File: config.mk
export PLATFORM = sky130hd
export DESIGN_NAME = inst_axi_rd_bridge
export DESIGN_NICKNAME = d
export VERILOG_FILES = /design/src/rtl/inst_axi_rd_bridge.sv
export SDC_FILE = /design/constraint.sdc
export NUM_CORES = 1
export LEC_CHECK = 0
export ABC_AREA = 1
export CAP_MARGIN = 30
export CORE_ASPECT_RATIO = 1.1
export CORE_MARGIN = 4
export CORE_UTILIZATION = 28
export CTS_BUF_LIST = sky130_fd_sc_hd__clkbuf_4 sky130_fd_sc_hd__clkbuf_8
export CTS_CLUSTER_DIAMETER = 60
export DETAILED_ROUTE_END_ITERATION = 7
export PLACE_DENSITY = 0.78
export SYNTH_ARGS = -nofsm -noshare
export SYNTH_HDL_FRONTEND = slang
export SYNTH_SLANG_ARGS = --single-unit
File: constraint.sdc
create_clock -name clk -period 1.7 [get_ports clk]
set_clock_uncertainty 0.1 [all_clocks]
set_input_delay 0.51 -clock clk [delete_from_list [all_inputs] [get_ports clk]]
set_output_delay 0.51 -clock clk [all_outputs]
set_load 0.02 [all_outputs]
File: src/rtl/inst_axi_rd_bridge.sv
// -----------------------------------------------------------------------------
// inst_axi_rd_bridge
//
// Bridges a simple SRAM-style instruction fetch port onto an AXI3/AXI4 read
// channel. Each accepted fetch becomes one single-beat AXI read (arlen=0).
// Responses come back in order, so the R channel is matched to requests only
// by counting how many reads are still outstanding.
//
// Parameters
//   MAX_OUT   maximum accepted-but-unreturned reads (1..3)
//   ARID_VAL  constant ID driven on arid
//
// Ports
//   clk, reset              clock; synchronous active-high reset
//   inst_sram_en/wr/size/addr   fetch request (wr must be 0 to be accepted)
//   inst_sram_addr_ok       request accepted this cycle (combinational)
//   inst_sram_data_ok       read data valid this cycle (combinational)
//   inst_sram_rdata         returned instruction word (pass-through of rdata)
//   inst_sram_rerr          returned beat had a non-OKAY response
//   ar*                     AXI read address channel
//   rid, rdata, rresp, rlast, rvalid, rready   AXI read data channel
// -----------------------------------------------------------------------------
module inst_axi_rd_bridge #(
  parameter int         MAX_OUT  = 2,
  parameter logic [3:0] ARID_VAL = 4'd0
) (
  input  logic        clk,
  input  logic        reset,

  // Instruction SRAM-like fetch interface
  input  logic        inst_sram_en,
  input  logic        inst_sram_wr,
  input  logic [1:0]  inst_sram_size,
  input  logic [31:0] inst_sram_addr,
  output logic        inst_sram_addr_ok,
  output logic        inst_sram_data_ok,
  output logic [31:0] inst_sram_rdata,
  output logic        inst_sram_rerr,

  // AXI read address channel
  output logic [3:0]  arid,
  output logic [31:0] araddr,
  output logic [7:0]  arlen,
  output logic [2:0]  arsize,
  output logic [1:0]  arburst,
  output logic [1:0]  arlock,
  output logic [3:0]  arcache,
  output logic [2:0]  arprot,
  output logic        arvalid,
  input  logic        arready,

  // AXI read data channel
  input  logic [3:0]  rid,
  input  logic [31:0] rdata,
  input  logic [1:0]  rresp,
  input  logic        rlast,
  input  logic        rvalid,
  output logic        rready
);

  localparam logic [1:0] LP_MAX_OUT = 2'(MAX_OUT);

  // ---------------------------------------------------------------------------
  // State
  // ---------------------------------------------------------------------------
  logic        r_ar_pend;   // an AR is waiting for arready
  logic [31:0] r_ar_addr;   // captured fetch address
  logic [1:0]  r_ar_size;   // captured log2 byte count
  logic [1:0]  r_out_cnt;   // accepted reads whose R beat has not returned

  logic [1:0]  w_out_cnt_nxt;
  logic        w_addr_ok;
  logic        w_rready;
  logic        w_ar_hs;
  logic        w_r_hs;

  // rid and rlast carry no information here: responses are in order and every
  // burst is a single beat. Folded into a deliberately unused net.
  logic        w_unused_ok;
  assign w_unused_ok = ^{rid, rlast};

  // ---------------------------------------------------------------------------
  // Handshakes
  // ---------------------------------------------------------------------------
  // A new request is blocked while the previous AR is still pending, which
  // also rules out accepting in the same cycle as the AR handshake. Outputs are
  // gated with reset so they are quiet for the whole reset cycle, even before
  // the first edge has cleared the state.
  assign w_addr_ok = !reset && inst_sram_en && !inst_sram_wr && !r_ar_pend
                     && (r_out_cnt < LP_MAX_OUT);
  assign w_rready  = !reset && (r_out_cnt != 2'd0);
  assign w_ar_hs   = r_ar_pend && arready;
  assign w_r_hs    = rvalid && w_rready;

  // ---------------------------------------------------------------------------
  // Outstanding-read counter next value
  // ---------------------------------------------------------------------------
  // Overflow cannot occur (addr_ok requires out_cnt < MAX_OUT) and underflow
  // cannot occur (rready requires out_cnt != 0), so plain +/-1 is safe.
  always_comb begin
    // NOTE: default assignment first so every path drives the signal; without
    // it a combinational block infers a latch.
    w_out_cnt_nxt = r_out_cnt;
    unique case ({w_addr_ok, w_r_hs})
      2'b10:   w_out_cnt_nxt = r_out_cnt + 2'd1;
      2'b01:   w_out_cnt_nxt = r_out_cnt - 2'd1;
      default: w_out_cnt_nxt = r_out_cnt;
    endcase
  end

  // ---------------------------------------------------------------------------
  // Sequential state
  // ---------------------------------------------------------------------------
  always_ff @(posedge clk) begin
    // NOTE: non-blocking assignments for all registered state so every
    // register samples the pre-edge values regardless of statement order.
    if (reset) begin
      r_ar_pend <= 1'b0;
      r_ar_addr <= 32'd0;
      r_ar_size <= 2'd0;
      r_out_cnt <= 2'd0;
    end else begin
      // Address/size are only loaded on acceptance, so they stay stable for
      // as long as arvalid is held without arready.
      if (w_addr_ok) begin
        r_ar_pend <= 1'b1;
        r_ar_addr <= inst_sram_addr;
        r_ar_size <= inst_sram_size;
      end else if (w_ar_hs) begin
        r_ar_pend <= 1'b0;
      end
      r_out_cnt <= w_out_cnt_nxt;
    end
  end

  // ---------------------------------------------------------------------------
  // Outputs
  // ---------------------------------------------------------------------------
  assign inst_sram_addr_ok = w_addr_ok;
  assign inst_sram_data_ok = w_r_hs;
  assign inst_sram_rdata   = rdata;
  assign inst_sram_rerr    = w_r_hs && (rresp != 2'b00);

  assign arid    = ARID_VAL;
  assign araddr  = r_ar_addr;
  assign arlen   = 8'd0;
  assign arsize  = {1'b0, r_ar_size};
  assign arburst = 2'b01;
  assign arlock  = 2'b00;
  assign arcache = 4'd0;
  assign arprot  = 3'd0;
  assign arvalid = r_ar_pend && !reset;

  assign rready  = w_rready;

endmodule

==> results by group <==
Clock tree
  • Worst-case clock buffer depth: 2
  • Clock Sinks: 37
  • H-tree Lvls: 2
  • CTS tree: yes
  • Worst-skew pair later-pin latency: ~0.28 ns
  • Reg clk slew, reported paths: 0.07 ns
  • Post-CTS setup buffers: 0
  • Root buf cell: clkbuf_8
  • Total CTS buffers: 5

Layout
  • Layout Nets: between 300 and 400
  • Fraction of layout cells with a size suffix above 1: 16.0%
  • Final core utilization: about two fifths
  • Ant diodes: 0
  • Layout Area Growth over Synthesis: 34.2%

Timing
  • Endpoints failing hold: 0
  • Post-route setup slack: ~0.0028 ns
  • Setup violators final: 0
  • Unrepaired setup endpoints after global routing: yes
  • Fmax: just under 600 MHz
  • Setup TNS: 0 ns
  • Fin crit period: 1.70 ns
  • Final period util: 99.8%
  • Slew Viols, Final: 0
  • Hold WS: about 0.36 ns

Synth
  • EDFF count, synth: 0
  • Yosys reg bits: 37
  • Post-synth cell types: 21
  • Ys flop type: dfxtp_1
  • Ys async rst share: 0%
  • Count leader, synth: nand2_1
  • Post-synthesis cell count: between 200 and 250
  • Synth area leaders: dfxtp_1, buf_4, nand2_1
  • Post-Syn Area: 1840 sq um
  • Yosys top cell area share: roughly 40%
  • Post-synthesis area per instance: ~7.8 sq um
  • Sequential fraction of the synthesis area: 40.3%
  • Yosys Warn Count: 0
  • Synth area leader: dfxtp_1
  • Most instantiated cells after synthesis: nand2_1, buf_4, dfxtp_1, nand3_1

Global routing
  • Largest net degree at the start of global routing: 37
  • First-pass GRT wire length: between 6 and 7 mm
  • Total grt overflow: 0
  • Initial antenna violation count: 0
  • Vias in the first global route: ~1400
  • Gr usage total: a little over a tenth

Routing
  • Post-DRT Antenna Nets: 0
  • Drt wl/cell: 11.8 um
  • DR vias: 1517
  • DRC Markers: 0
  • Iteration-0 DRC Markers: 48
  • Vias/cell: just over 4
  • Aggregate routed wire length: ~4.3 mm
  • Drt first pass iters: 4

Floorplan
  • I/O Pins: 174
  • Initial Utilization: between 20% and 30%
  • Die area: between 7000 and 8000 sq um
  • Die W: about 85 um
  • Rows: 30
  • Core footprint: 6270 sq um
  • Die H: between 90 and 100 um

Critical path
  • Crit path DAT: about 1.1 ns
  • Crit path kind: flip-flop to output pin
  • FF-to-FF path depth: 9
  • CP Max Fanout: 3
  • Critical Path RT: roughly 1.1 ns
  • Critical Path Source Type: flip-flop
  • Crit end category: output pin

Power
  • Final Power: about 1.9 mW
  • Peak supply drop: 0.000413 V
  • Leak pwr: 1.31 nW
  • PwrDens: just under 800 nW/um^2

Place
  • Port Buffer Count: 80
  • HPWL Detailed: 3.13 mm
  • Post-Place Worst Slack: -0.860 ns
  • GP Congestion: 0.730

Min path
  • Hold WC Path Type: flip-flop to flip-flop
  • Hold depth: 2

Run status
  • Status: finished clean

Job
  • Max_cap viols: 0
[metrics by stage]
stage               std cells  area [sq um]
floorplan                 258          1950
global placement          360          2400
detailed placement        360          2400
CTS                       368          2440
global route              368          2470
finish                    368          2470
[per-layer routing]
metal	GRT usage (%)	up-vias	share of wire (%)
li1	-	755	-
met1	10.9	686	35
met2	18.6	62	53
met3	3.61	14	8.7
met4	5.15	0	2.7
met5	0	-	0
[sequential cells by signal (all words and copies together), names as in the netlist]
| register | cells |
|---|---|
| r_ar_pend | 1 |
| r_out_cnt | 2 |
| araddr | 32 |
| r_ar_size | 2 |
[power breakdown]
group          internal [mW]  total [mW]  switching, mW
Clock                  0.300       0.601          0.301
Combinational          0.170       0.396          0.226
Sequential             0.915       0.939         0.0243
Total                   1.39        1.94          0.552
[cells in the final DEF (no fill, tap or decap)]
cell,count
buf_6,5
nor2_1,6
buf_2,3
dlymetal6s2s_1,2
nand2_1,63
nor2_4,4
o21ai_0,1
dfxtp_2,1
clkbuf_4,1
nor2_2,1
conb_1,24
buf_4,6
clkinv_2,2
nand2_2,10
inv_1,4
nand3_4,1
nand4_1,1
inv_2,3
inv_4,1
a21oi_1,1
clkdlybuf4s50_1,35
ha_4,1
o31ai_1,1
nand3_1,34
clkbuf_8,5
dfxtp_4,1
dfxtp_1,35
clkbuf_2,1
dlygate4sd2_1,35
[path summary, 6_finish.rpt]
kind                startpoint             end  slack, ns
hold / removal      araddr[17]      araddr[17]       0.36
setup reg to reg     r_ar_pend    r_out_cnt[1]       0.14
hold reg to reg     araddr[17]      araddr[17]       0.36
setup / recovery  r_out_cnt[1]  inst_sram_rerr      0.003
[critical path, cell delays in order, from the launching register on]
cell     delay, ns
dfxtp_4       0.38
nor2_4        0.05
nor2_4        0.10
nand2_2       0.07
nor2_2        0.09
buf_6         0.12
[cells by family (layout without fill, tap and decap cells)]
kind of cell	count (synthesis)	in the layout	share of synthesized area (%)
AOI/OAI and AO/OA	3	3	0.953
adders and majority gates	1	1	0.681
buffers and inverters	73	103	28.5
DFF	37	37	40.3
other	2	24	0.409
and+or+nand+nor	120	120	29.2
[layout make-up]
type	count	area, sq um
Clock buffer	6	76.3
Tap cell	80	100
Clock inverter	2	10.0
Timing Repair Buffer	87	803
Fill cell	640	3800
Inverter	8	32.5
Sequential cell	37	746
Multi-Input combinational cell	148	699
[repair_timing]
action,CTS,global route
pin swaps,5,3
gates cloned,0,0
resized for setup,76,10
hold buffers,0,0
setup endpoints to repair,76,7
(Power assumes the default switching activity.)
